## src/rtl/sc_game_pkg.sv

```systemverilog
// Shared state encoding and screen codes for the game sequencer and the matrix mux.
package sc_game_pkg;

  typedef enum logic [2:0] {
    IDLE     = 3'd0,
    BANNER   = 3'd1,
    LOAD_CLR = 3'd2,
    LOAD_SET = 3'd3,
    PLAY     = 3'd4,
    WIN      = 3'd5,
    LOSS     = 3'd6
  } state_t;

  localparam logic [2:0] SCREEN_GAME   = 3'd0;
  localparam logic [2:0] SCREEN_LEVEL1 = 3'd1;
  localparam logic [2:0] SCREEN_LEVEL2 = 3'd2;
  localparam logic [2:0] SCREEN_LEVEL3 = 3'd3;
  localparam logic [2:0] SCREEN_WIN    = 3'd4;
  localparam logic [2:0] SCREEN_LOSS   = 3'd5;
  localparam logic [2:0] SCREEN_BLANK  = 3'd7;

  // Banner screen codes line up with the level number.
  function automatic logic [2:0] level_screen(input logic [1:0] level);
    return {1'b0, level};
  endfunction

endpackage

```

## src/rtl/sc_bannertimer.sv

```systemverilog
// Counts tick pulses while enabled; o_done fires on the tick that completes BANNER_TICKS.
module sc_bannertimer #(
  parameter int BANNER_TICKS        = 8,
  parameter int TICKCOUNT_DATAWIDTH = 4
) (
  input  logic i_clk,
  input  logic i_srst,
  input  logic i_clear,
  input  logic i_enable,
  output logic o_done
);

  localparam logic [TICKCOUNT_DATAWIDTH-1:0] LAST_COUNT = TICKCOUNT_DATAWIDTH'(BANNER_TICKS - 1);

  logic [TICKCOUNT_DATAWIDTH-1:0] r_count;

  assign o_done = i_enable && (r_count == LAST_COUNT);

  always_ff @(posedge i_clk) begin
    if (i_srst || i_clear || o_done) begin
      r_count <= '0;
    end else if (i_enable) begin
      r_count <= r_count + 1'b1;
    end
  end

endmodule

```

## src/rtl/sc_statemachine_game.sv

```systemverilog
// Game flow sequencer: banner, level load strobes, play, win/loss, with level and lives tracking.
module sc_statemachine_game
  import sc_game_pkg::*;
#(
  parameter int LEVELS              = 3,
  parameter int LIVES               = 3,
  parameter int BANNER_TICKS        = 8,
  parameter int TICKCOUNT_DATAWIDTH = 4
) (
  input  logic       SC_STATEMACHINEGAME_CLOCK_50,
  input  logic       SC_STATEMACHINEGAME_RESET_InHigh,
  input  logic       SC_STATEMACHINEGAME_start_In,
  input  logic       SC_STATEMACHINEGAME_tick_In,
  input  logic       SC_STATEMACHINEGAME_collision_In,
  input  logic       SC_STATEMACHINEGAME_levelDone_In,
  output logic [2:0] SC_STATEMACHINEGAME_screen_Out,
  output logic [1:0] SC_STATEMACHINEGAME_level_Out,
  output logic [1:0] SC_STATEMACHINEGAME_lives_Out,
  output logic       SC_STATEMACHINEGAME_clear_Out,
  output logic       SC_STATEMACHINEGAME_load_Out,
  output logic       SC_STATEMACHINEGAME_play_Out
);

  localparam logic [1:0] LEVEL_LAST = 2'(LEVELS);
  localparam logic [1:0] LIVES_INIT = 2'(LIVES);

  state_t     r_state;
  state_t     w_state_next;
  logic [1:0] r_level;
  logic [1:0] w_level_next;
  logic [1:0] r_lives;
  logic [1:0] w_lives_next;
  logic       r_start_q;
  logic       r_rst_q;
  logic       w_start_edge;
  logic       w_banner_done;

  // r_rst_q masks the first post-reset cycle so a button held through reset gives no edge.
  assign w_start_edge = SC_STATEMACHINEGAME_start_In & ~r_start_q & ~r_rst_q;

  sc_bannertimer #(
    .BANNER_TICKS        (BANNER_TICKS),
    .TICKCOUNT_DATAWIDTH (TICKCOUNT_DATAWIDTH)
  ) u_bannertimer (
    .i_clk    (SC_STATEMACHINEGAME_CLOCK_50),
    .i_srst   (SC_STATEMACHINEGAME_RESET_InHigh),
    .i_clear  (r_state != BANNER),
    .i_enable ((r_state == BANNER) && SC_STATEMACHINEGAME_tick_In),
    .o_done   (w_banner_done)
  );

  always_ff @(posedge SC_STATEMACHINEGAME_CLOCK_50) begin
    if (SC_STATEMACHINEGAME_RESET_InHigh) begin
      r_state   <= IDLE;
      r_level   <= 2'd1;
      r_lives   <= LIVES_INIT;
      r_start_q <= 1'b0;
      r_rst_q   <= 1'b1;
    end else begin
      r_state   <= w_state_next;
      r_level   <= w_level_next;
      r_lives   <= w_lives_next;
      r_start_q <= SC_STATEMACHINEGAME_start_In;
      r_rst_q   <= 1'b0;
    end
  end

  always_comb begin
    w_state_next = r_state;
    w_level_next = r_level;
    w_lives_next = r_lives;
    case (r_state)
      IDLE, WIN, LOSS: begin
        if (w_start_edge) begin
          w_state_next = BANNER;
          w_level_next = 2'd1;
          w_lives_next = LIVES_INIT;
        end
      end
      BANNER: begin
        if (w_banner_done) w_state_next = LOAD_CLR;
      end
      LOAD_CLR: w_state_next = LOAD_SET;
      LOAD_SET: w_state_next = PLAY;
      PLAY: begin
        // Collision outranks level completion when both arrive together.
        if (SC_STATEMACHINEGAME_collision_In) begin
          if (r_lives > 2'd1) begin
            w_lives_next = r_lives - 2'd1;
            w_state_next = BANNER;
          end else begin
            w_lives_next = 2'd0;
            w_state_next = LOSS;
          end
        end else if (SC_STATEMACHINEGAME_levelDone_In) begin
          if (r_level < LEVEL_LAST) begin
            w_level_next = r_level + 2'd1;
            w_state_next = BANNER;
          end else begin
            w_state_next = WIN;
          end
        end
      end
      default: w_state_next = IDLE;
    endcase
  end

  always_comb begin
    SC_STATEMACHINEGAME_screen_Out = SCREEN_BLANK;
    SC_STATEMACHINEGAME_clear_Out  = 1'b0;
    SC_STATEMACHINEGAME_load_Out   = 1'b0;
    SC_STATEMACHINEGAME_play_Out   = 1'b0;
    case (r_state)
      BANNER:   SC_STATEMACHINEGAME_screen_Out = level_screen(r_level);
      LOAD_CLR: SC_STATEMACHINEGAME_clear_Out  = 1'b1;
      LOAD_SET: SC_STATEMACHINEGAME_load_Out   = 1'b1;
      PLAY: begin
        SC_STATEMACHINEGAME_screen_Out = SCREEN_GAME;
        SC_STATEMACHINEGAME_play_Out   = 1'b1;
      end
      WIN:      SC_STATEMACHINEGAME_screen_Out = SCREEN_WIN;
      LOSS:     SC_STATEMACHINEGAME_screen_Out = SCREEN_LOSS;
      default:  SC_STATEMACHINEGAME_screen_Out = SCREEN_BLANK;
    endcase
  end

  assign SC_STATEMACHINEGAME_level_Out = r_level;
  assign SC_STATEMACHINEGAME_lives_Out = r_lives;

endmodule

```

## config.mk

```make
export PLATFORM = sky130hd
export DESIGN_NAME = sc_statemachine_game
export DESIGN_NICKNAME = d
export VERILOG_FILES = /design/src/rtl/sc_game_pkg.sv /design/src/rtl/sc_bannertimer.sv /design/src/rtl/sc_statemachine_game.sv
export SDC_FILE = /design/constraint.sdc
export NUM_CORES = 1
export LEC_CHECK = 0
export CORE_UTILIZATION = 50
export CTS_CLUSTER_SIZE = 24
export DETAILED_ROUTE_END_ITERATION = 8
export PLACE_DENSITY_LB_ADDON = 0.15
export SYNTH_ARGS = -nofsm -noshare
export SYNTH_HDL_FRONTEND = slang
export SYNTH_SLANG_ARGS = --single-unit
```

## constraint.sdc

```tcl
create_clock -name SC_STATEMACHINEGAME_CLOCK_50 -period 2 [get_ports SC_STATEMACHINEGAME_CLOCK_50]
set_clock_uncertainty 0.2 [all_clocks]
set_input_delay 0.4 -clock SC_STATEMACHINEGAME_CLOCK_50 [delete_from_list [all_inputs] [get_ports SC_STATEMACHINEGAME_CLOCK_50]]
set_output_delay 0.4 -clock SC_STATEMACHINEGAME_CLOCK_50 [all_outputs]
set_load 0.005 [all_outputs]
```

After elaboration in Yosys (flattened, before gate mapping). Index checks and enable logic that the tools add are counted. W data, S select, Z words.

Output and inout port bits: 10. Flip-flop bits (word level): 13. Input bits: 6. Logic and storage cells: 61.

Reduce and logical (&&, ||, !) cells: 10. Bitwise operators: 4. Multiplexer cells: 21. Equal/unequal tests: 15. Magnitude comparators: 2. Add/sub/neg operators: 3.

Operators by type and width (number): $mux W3 (6); $pmux W3 S5 (1); $mux W2 (7); $pmux W3 S4 (1); $ne A2 B2 Y1 const B (5); $eq A3 B3 Y1 const B (3); $pmux W2 S2 (2); $eq A3 B2 Y1 const B (2); $reduce_and A3 Y1 (2); $reduce_and A5 Y1 (1); $add A4 B1 Y4 const B (1); $eq A4 B3 Y1 const B (1); $mux W1 (4); $eq A3 B1 Y1 const B (1); $logic_not A3 Y1 (1); $ne A3 B1 Y1 const B (1); $ne A3 B3 Y1 const B (1); $reduce_or A3 Y1 (1); $add A2 B1 Y2 const B (1); $and A1 B1 Y1 (2); $gt A2 B1 Y1 const B (1); $logic_and A1 B1 Y1 (2); $logic_or A1 B1 Y1 (2); $lt A2 B2 Y1 const B (1); 4 further kinds (5).

Longest topological paths before layout. Gate-level depths: netlist (run 1).

Depth after elaboration: 5. Gate-level depth with buffers: 5. Gate-level depth less buffers: 5.

Cells and area by module. From an unflattened synthesis (run 1), not the netlist that was laid out.

Cells, all modules: 86. Area, all modules: 739.5 um^2.

By module, submodules not included: sc_statemachine_game (cells each 69, sequential area each 180.2 um^2, times used 1, area each 559.3 um^2); sc_bannertimer (cells each 17, sequential area each 80.1 um^2, times used 1, area each 180.2 um^2).

Worst setup path after synthesis (run 1). No wires, ideal clock.

Kind: reg-to-reg. From: reg r_level[0] (netlist: SC_STATEMACHINEGAME_level_Out[0]). To: reg r_level[0] (netlist: SC_STATEMACHINEGAME_level_Out[0]). Path buffers: 0. Arrival time: 1.437 ns. Required time: 1.673 ns. Slack: 0.236 ns. Stages on the path, launching flop included: 6. Setup time: 0.127 ns. Clock period less this slack: 1.764 ns. Cells stage by stage: dfxtp_1 -> ha_1 -> or4b_1 -> a21oi_2 -> o2111ai_1 -> o41a_2.

Word-level cells in the longest chain between the ends: 5. Elaborated cells on any way between the ends: 8. Those cells by class: add/sub (1); order compare (1); eq/ne (1); mux (4); reduce/logical (1).

RTL lines: from (decl) (RTL line sc_statemachine_game.sv:29) `logic [1:0] r_level;`; from (signal assigned) (RTL line sc_statemachine_game.sv:61) `r_level <= w_level_next;`; $add A2 B1 Y2 (RTL line sc_statemachine_game.sv:97) `w_level_next = r_level + 2'd1;`; $mux W2 (RTL line sc_statemachine_game.sv:96) `if (r_level < LEVEL_LAST) begin`; $mux W2 (RTL line sc_statemachine_game.sv:95) `end else if (SC_STATEMACHINEGAME_levelDone_In) begin`; $mux W2 (RTL line sc_statemachine_game.sv:87) `if (SC_STATEMACHINEGAME_collision_In) begin`; $pmux W2 S2 (RTL line sc_statemachine_game.sv:72) `case (r_state)`.

Several ways; a longest one is shown, not always the timed one. The select of a mux whose other input is x is not followed. A chain may end at the register's enable or synchronous reset.

Worst setup path after layout (run 1).
From: in SC_STATEMACHINEGAME_start_In. To: reg r_level[0] (netlist: SC_STATEMACHINEGAME_level_Out[0]).

Word-level cells in the longest chain between the ends: 4.

RTL lines: from (decl) (RTL line sc_statemachine_game.sv:12) `input logic SC_STATEMACHINEGAME_start_In,`; $and A1 B1 Y1 (2 in series) (RTL line sc_statemachine_game.sv:39) `assign w_start_edge = SC_STATEMACHINEGAME_start_In & ~r_start_q & ~r_rst_q;`; $ne A2 B2 Y1 (no source line); $reduce_and A5 Y1 (no source line).

No other way between the ends.

==> summary.log, run 1 <==
[detailed_routing] final antenna-violating net count 0
[placed_design] count of buffers from port buffering 15
[cts] clock buffers created by TritonCTS 3
[yosys] post-synthesis cell count 96
[power] IR drop worst, VDD 0.363 mV
[setup_path] internal reg-to-reg setup slack 150 ps
[floorplan] area of the core 1560 um2
[yosys] asr flop ratio synth 0
[cts] H-tree depth 1
[layout] number of nets in the finished design 137
[power] Clk network pwr share 0.288
[power] leakage power 0.488 nW
[yosys] Primary FF master, synth sky130_fd_sc_hd__dfxtp_1
[setup_path] WS Path Type in -> reg
[global_routing] via count of the first global-routing pass 735
[cts] insertion delay of the later-clocked pin in the worst-skew pair 270 ps
[floorplan] Die W 43.4 um
[yosys] area share of the largest cell type after synthesis 0.304
[cts] Bufs on Longest Clock Path 2
[floorplan] Boundary Pins 16
[setup_path] master of the slowest instance on the critical path sky130_fd_sc_hd__clkdlybuf4s50_1
[floorplan] full die area 1880 um2
[sta] slew at the pin closest to its max-slew limit 420 ps
[yosys] Unique masters post-synth 50
[layout] proportion of layout cells with a drive suffix above 1 0.297
[global_routing] GRT Resource Usage Total 0.243
[detailed_routing] remaining routing DRC violations 0
[layout] synthesis-to-finish area growth 38.6%
[yosys] cell types with the largest area share after synthesis sky130_fd_sc_hd__dfxtp_1 (30%), sky130_fd_sc_hd__nor2_1 (4.4%), sky130_fd_sc_hd__o21ai_0 (3.5%)
[floorplan] Die Y 43.4 um
[detailed_routing] router iterations before antenna repair 4
[sta] unrepaired setup endpoints after global routing false
[yosys] Cell Area, Synth 856 um2
[sta] final worst path period share 0.967
[power] P_sw 0.162 mW
[cts] Worst-path clk slew 80 ps
[setup_path] cell breakdown of the critical path clkdlybuf4s50_1 > or3b_4 > buf_4 > a21oi_4 > o2111ai_1 > o41a_2
[sta] Max-Slew Margin vs Limit 0.719
[layout] final instance area 1190 um2
[global_routing] initial antenna violation count 0
[power] share of total power consumed by net switching 0.280
[global_routing] grt ovf 0
[placed_design] routability congestion estimate 0.866
[power] cell-internal power 0.416 mW
[yosys] largest area contributor in the synthesized netlist sky130_fd_sc_hd__dfxtp_1
[detailed_routing] total routed wirelength 2080 um
[setup_path] startpoint type of the worst setup path input port
[global_routing] maximum number of pins on one net before global-route repair 12
[setup_path] largest stage delay on the critical path 500 ps
[yosys] post-synthesis net count 104
[yosys] count of flip-flops with a built-in enable after synthesis 0
[placed_design] placed standard-cell area 1100 um2
[power] power density cells 487 nW/um2
[setup_path] startpoint of the worst-slack reg-to-reg timing path r_state[0]
[setup_path] top fanout value on the critical path 4
[cts] clock tree from TritonCTS built
[floorplan] row count 14
[setup_path] count of cells along the worst register-to-register path 5
[yosys] mean cell area of the mapped netlist 8.91 um2
[power] register share of total power 0.466
[setup_path] CP Data Required Time 1970 ps
[hold_path] start point of the worst min-delay path SC_STATEMACHINEGAME_level_Out[1]
[sta] min cycle time layout 1930 ps
[yosys] Yosys reg bits 13
[floorplan] initial core utilization 0.549
[hold_path] instance count along the most critical hold path 2
[power] proportion of power drawn by combinational gates 0.246
[yosys] Syn. warnings 0
[detailed_routing] Vias/cell 5.69
[setup_path] data arrival time of the worst path 1900 ps
[sta] peak clock frequency supported by timing 0.517 GHz
[setup_path] Critical Path End Type flop
[sta] Hold Violations, Final 0
[detailed_routing] count of routing violations after the opening detailed-route iteration 21
[hold_path] path type of the worst min-delay path reg -> reg
[cts] CTS root buffer sky130_fd_sc_hd__clkbuf_4
[sta] final setup violation count 0
[setup_path] RR Endpoint SC_STATEMACHINEGAME_level_Out[0]
[hold_path] Hold Path Sink SC_STATEMACHINEGAME_level_Out[1]
[layout] total inserted antenna cells 0
[detailed_routing] total number of vias 819
[sta] Hold WS 326 ps
[job] # Max-Cap Violations 0
[yosys] sequential-to-total area share from yosys stat 0.304
[global_routing] wire length of the first global-routing pass 3330 um
[sta] max-slew violations 0
[placed_design] dpl hpwl 1530 um
[detailed_routing] routed length per placed instance 14.4 um
[cts] total clock sinks 13
[run_status] run status finished, final reports clean
cell families after synthesis:
kind of cell | share of synthesized area
compound gates | 0.272
xor+xnor | 0.0307
fa+ha+maj | 0.0292
buf+inv | 0.0555
flops | 0.304
mux | 0.0292
simple gates | 0.279
metal layers:
layer / global-route usage / up-vias / routed length [um]
met4: 0.113 / 0 / 13
met1: 0.339 / 370 / 1040
met5: 0 / - / 0
met2: 0.361 / 24 / 914
li1: - / 423 / -
met3: 0.0500 / 2 / 109
synthesized netlist by cell type, drive strengths merged, types with 2 or more instances:
cell type / n
nand2: 5
o21ai: 7
or2b: 2
o2111ai: 2
a21oi: 7
o41ai: 2
nor3: 3
dfxtp: 13
nor2: 11
or3b: 2
nand2b: 3
buf: 4
ha: 2
inv: 5
xnor2: 2
registers in the layout (all words and copies together), names as in the netlist:
| signal | flops |
|---|---|
| SC_STATEMACHINEGAME_lives_Out | 2 |
| SC_STATEMACHINEGAME_level_Out | 2 |
| r_rst_q | 1 |
| r_state | 3 |
| r_start_q | 1 |
| u_bannertimer.r_count | 4 |
metrics by stage:
step	worst slack, ps	std cells	utilization	setup TNS (ps)	total power, mW
2_1_floorplan	236	96	-	0	0.355
6_report	66.7	144	0.761	0	0.578
3_3_place_gp	-190	136	0.707	-828	0.406
4_1_cts	-109	141	0.738	-268	0.574
5_1_grt	4.53	144	0.761	0	0.608
3_5_place_dp	-225	136	0.707	-942	0.408
worst max path at each step:
stage,startpoint,endpoint,slack [ps]
after floorplan,SC_STATEMACHINEGAME_level_Out[0],SC_STATEMACHINEGAME_level_Out[0],240
after global placement,SC_STATEMACHINEGAME_start_In,SC_STATEMACHINEGAME_level_Out[0],-190
after detailed placement,SC_STATEMACHINEGAME_start_In,SC_STATEMACHINEGAME_level_Out[0],-230
after CTS,r_state[0],SC_STATEMACHINEGAME_screen_Out[0],-110
after global routing,SC_STATEMACHINEGAME_collision_In,r_state[0],5
final,SC_STATEMACHINEGAME_start_In,SC_STATEMACHINEGAME_level_Out[0],70
area by class of cell:
cell class,count,area (um2)
clock buffers,4,26.3
fillers,118,373
inverters,5,21.3
multi-input cells,73,561
flip-flops and latches,13,269
well taps,16,20.0
repair buffers,33,289
cells in the final DEF, fill, tap and decap left out, types with 2 or more instances in the layout:
master,instances
sky130_fd_sc_hd__buf_4,18
sky130_fd_sc_hd__dfxtp_1,10
sky130_fd_sc_hd__nor2_1,10
sky130_fd_sc_hd__clkdlybuf4s50_1,9
sky130_fd_sc_hd__o21ai_0,6
sky130_fd_sc_hd__nand2_1,5
sky130_fd_sc_hd__a21oi_1,5
sky130_fd_sc_hd__inv_1,4
sky130_fd_sc_hd__clkbuf_4,3
sky130_fd_sc_hd__dlygate4sd2_1,3
sky130_fd_sc_hd__dlymetal6s2s_1,3
sky130_fd_sc_hd__nand2b_4,2
sky130_fd_sc_hd__or2b_1,2
sky130_fd_sc_hd__nor3_1,2
sky130_fd_sc_hd__o2111ai_1,2
sky130_fd_sc_hd__xnor2_1,2
sky130_fd_sc_hd__ha_1,2
sky130_fd_sc_hd__dfxtp_4,2
critical path: cells and delay by family:
family / cells / cell delay [ps]
buffers and inverters: 2 / 660
AND/OR/NAND/NOR: 1 / 430
AO/OA/AOI/OAI: 3 / 410
power by group through the flow:
stage / Combinational [mW] / Sequential, mW / Clock, mW
after CTS: 0.135 / 0.270 / 0.168
final: 0.142 / 0.270 / 0.166
after detailed placement: 0.133 / 0.275 / 0
after floorplan: 0.0802 / 0.275 / 0
after global placement: 0.131 / 0.275 / 0
after global routing: 0.154 / 0.270 / 0.183
timing repair:
| action | CTS | global route |
|---|---|---|
| pin swaps | 1 | 0 |
| hold endpoints to repair | 0 | 0 |
| buffers inserted | 1 | 3 |
| gates resized for setup | 9 | 6 |
| hold buffers | 0 | 0 |
| endpoints found under the setup margin | 6 | 3 |
Note: power is estimated with default switching activity, not from simulation.
==> run 2, diff against run 1 <==
Settings changed: CTS_BUF_LIST from default to sky130_fd_sc_hd__clkbuf_16.
==> run 2 against run 1 <==
Critical path depth fell by 2. Clock power rose by 120%. Global-route usage up 0.35 points. Critical endpoint is now SC_STATEMACHINEGAME_load_Out. Largest cell class unchanged.
==> summary.log, run 2 (same netlist as run 1, synthesis figures left out) <==
[hold_path] start point of the worst min-delay path SC_STATEMACHINEGAME_start_In [was SC_STATEMACHINEGAME_level_Out[1]]
[floorplan] area of the core 1560 um2 [unchanged]
[placed_design] post-placement worst setup slack -225 ps [unchanged]
[hold_path] path type of the worst min-delay path in -> reg [was reg -> reg]
[cts] total clock sinks 13 [unchanged]
[sta] peak clock frequency supported by timing 0.507 GHz [was 0.517 GHz]
[layout] flip-flop count of the largest register after layout 4 [unchanged]
[layout] total inserted antenna cells 0 [unchanged]
[sta] max-slew violations 0 [unchanged]
[power] leakage power 0.510 nW [was 0.488 nW]
[layout] layout filler cell count 99 [was 118]
[hold_path] Hold Path Sink r_start_q [was SC_STATEMACHINEGAME_level_Out[1]]
[setup_path] startpoint of the worst-slack reg-to-reg timing path r_state[0] [unchanged]
[setup_path] master of the slowest instance on the critical path sky130_fd_sc_hd__clkdlybuf4s50_1 [unchanged]
[setup_path] RR Endpoint SC_STATEMACHINEGAME_level_Out[0] [unchanged]
[power] register share of total power 0.345 [was 0.466]
[setup_path] top fanout value on the critical path 4 [unchanged]
[sta] min cycle time layout 1970 ps [was 1930 ps]
[cts] CTS root buffer sky130_fd_sc_hd__clkbuf_16 [was sky130_fd_sc_hd__clkbuf_4]
[floorplan] Boundary Pins 16 [unchanged]
[setup_path] largest stage delay on the critical path 500 ps [about the same]
[cts] H-tree depth 1 [unchanged]
[detailed_routing] routed length per placed instance 14.9 um [was 14.4 um]
[setup_path] Critical Path End Type primary output [was flop]
[sta] Max-Slew Margin vs Limit 0.729 [was 0.719]
[global_routing] maximum number of pins on one net before global-route repair 12 [unchanged]
[power] P_sw 0.183 mW [was 0.162 mW]
[floorplan] full die area 1880 um2 [unchanged]
[power] Clk network pwr share 0.472 [was 0.288]
[detailed_routing] total routed wirelength 2150 um [was 2080 um]
[layout] commonest non-fill, non-tap cells in the layout sky130_fd_sc_hd__buf_4 (18), sky130_fd_sc_hd__dfxtp_1 (10), sky130_fd_sc_hd__nor2_1 (10), sky130_fd_sc_hd__clkdlybuf4s50_1 (9), sky130_fd_sc_hd__o21ai_0 (6) [unchanged]
[setup_path] startpoint type of the worst setup path flop [was input port]
[floorplan] Die W 43.4 um [unchanged]
[layout] most common library cell in the layout ignoring fill and taps sky130_fd_sc_hd__buf_4 [unchanged]
[setup_path] cell breakdown of the critical path buf_4 > nand2b_4 > nor2_1 > clkdlybuf4s50_1 [was clkdlybuf4s50_1 > or3b_4 > buf_4 > a21oi_4 > o2111ai_1 > o41a_2]
[detailed_routing] router iterations before antenna repair 4 [unchanged]
[setup_path] WS Path Type reg -> out [was in -> reg]
[setup_path] CP Data Required Time 1400 ps [was 1970 ps]
[sta] final setup violation count 0 [unchanged]
[floorplan] row count 14 [unchanged]
[job] # Max-Cap Violations 0 [unchanged]
[cts] insertion delay of the later-clocked pin in the worst-skew pair 240 ps [was 270 ps]
[power] power density cells 630 nW/um2 [was 487 nW/um2]
[hold_path] instance count along the most critical hold path 2 [unchanged]
[detailed_routing] remaining routing DRC violations 0 [unchanged]
[cts] Worst-path clk slew 40 ps [was 80 ps]
[placed_design] routability congestion estimate 0.866 [unchanged]
[sta] PnR worst setup slack 28.1 ps [was 66.7 ps]
[floorplan] initial core utilization 0.549 [unchanged]
[placed_design] count of buffers from port buffering 15 [unchanged]
[global_routing] via count of the first global-routing pass 768 [was 735]
[layout] final instance area 1250 um2 [was 1190 um2]
[sta] final worst path period share 0.986 [was 0.967]
[sta] slew at the pin closest to its max-slew limit 405 ps [was 420 ps]
[global_routing] GRT Resource Usage Total 0.246 [was 0.243]
[power] Overall Power 0.786 mW [was 0.578 mW]
[placed_design] count of placed standard cells including taps 136 [unchanged]
[setup_path] count of cells along the worst register-to-register path 5 [unchanged]
[power] cell-internal power 0.604 mW [was 0.416 mW]
[power] proportion of power drawn by combinational gates 0.183 [was 0.246]
[floorplan] Die Y 43.4 um [unchanged]
[global_routing] wire length of the first global-routing pass 3420 um [was 3330 um]
[layout] Largest Register u_bannertimer.r_count [unchanged]
[setup_path] internal reg-to-reg setup slack 150 ps [about the same]
[placed_design] dpl hpwl 1530 um [unchanged]
[cts] clock tree from TritonCTS built [unchanged]
[layout] final standard cell utilization of the core 0.801 [was 0.761]
[detailed_routing] count of routing violations after the opening detailed-route iteration 27 [was 21]
[setup_path] Buf/Inv on CP 2 [unchanged]
[detailed_routing] total number of vias 833 [was 819]
[layout] proportion of layout cells with a drive suffix above 1 0.297 [unchanged]
[global_routing] initial antenna violation count 0 [unchanged]
[cts] clock buffers created by TritonCTS 3 [unchanged]
[placed_design] placed standard-cell area 1100 um2 [unchanged]
[detailed_routing] final antenna-violating net count 0 [unchanged]
[layout] synthesis-to-finish area growth 45.9% [was 38.6%]
[layout] Largest regs u_bannertimer.r_count: 4 flops, r_state: 3 flops [unchanged]
[layout] non-filler cells in the finished layout 144 [unchanged]
[sta] Hold Violations, Final 0 [unchanged]
[run_status] run status finished, final reports clean [unchanged]
[global_routing] grt ovf 0 [unchanged]
[layout] number of nets in the finished design 137 [unchanged]
[cts] Bufs on Longest Clock Path 2 [unchanged]
[setup_path] CP delay by family, top buffers and inverters [unchanged]
[power] share of total power consumed by net switching 0.232 [was 0.280]
[detailed_routing] Vias/cell 5.78 [was 5.69]
[setup_path] data arrival time of the worst path 1370 ps [was 1900 ps]
[power] IR drop worst, VDD 0.341 mV [was 0.363 mV]
## run 2: power groups by stage
stage / sequential, mW / clock (mW) / combinational, mW
after floorplan: 0.275 / 0 / 0.0802
after global placement: 0.275 / 0 / 0.131
after detailed placement: 0.275 / 0 / 0.133
after CTS: 0.271 / 0.373 / 0.139
after global routing: 0.272 / 0.385 / 0.155
final: 0.271 / 0.371 / 0.144
## run 2: what timing repair did
action	in CTS	in global routing
resized for setup	10	5
cloned	0	0
hold buffers	0	0
buffers inserted	4	0
endpoints found under the setup margin	6	4
## run 2: metrics by stage
| step | hold slack [ps] | TNS, ps |
|---|---|---|
| global placement | 285 | -828 |
| detailed placement | 310 | -942 |
| global route | 296 | -4.91 |
| floorplan | 228 | 0 |
| finish | 267 | 0 |
| CTS | 323 | 0 |
## run 2: layout make-up
type / instances / area (um2) / share of cell area
inverter: 5 / 18.8 / 0.0150
clock inverter: 1 / 3.75 / 0.00301
sequential: 13 / 269 / 0.215
clock buffer: 3 / 75.1 / 0.0601
tap: 16 / 20.0 / 0.0160
multi-input combinational: 73 / 573 / 0.459
timing repair buffer: 33 / 289 / 0.231
## run 2: worst max-delay path by stage
stage / cells past startpoint / start / to / slack (ps)
6_report: 4 / r_state[0] / SC_STATEMACHINEGAME_load_Out / 30
5_1_grt: 4 / r_state[0] / SC_STATEMACHINEGAME_load_Out / -5
4_1_cts: 4 / r_state[0] / SC_STATEMACHINEGAME_screen_Out[0] / 2
3_5_place_dp: 6 / SC_STATEMACHINEGAME_start_In / SC_STATEMACHINEGAME_level_Out[0] / -230
3_3_place_gp: 6 / SC_STATEMACHINEGAME_start_In / SC_STATEMACHINEGAME_level_Out[0] / -190
2_1_floorplan: 5 / SC_STATEMACHINEGAME_level_Out[0] / SC_STATEMACHINEGAME_level_Out[0] / 240
## run 2: layer usage
metal  routed length (um)  track usage
met1                 1050        0.346
met2                  950        0.382
met3                  134       0.0375
met4                    9       0.0938
met5                    0            0
## run 2: worst register-to-register path, delay by kind of cell, from the launching register on
family / cells / cell delay [ps]
and+or+nand+nor: 1 / 550
DFF: 1 / 360
buffers and inverters: 1 / 170
AOI/OAI and AO/OA: 3 / 470
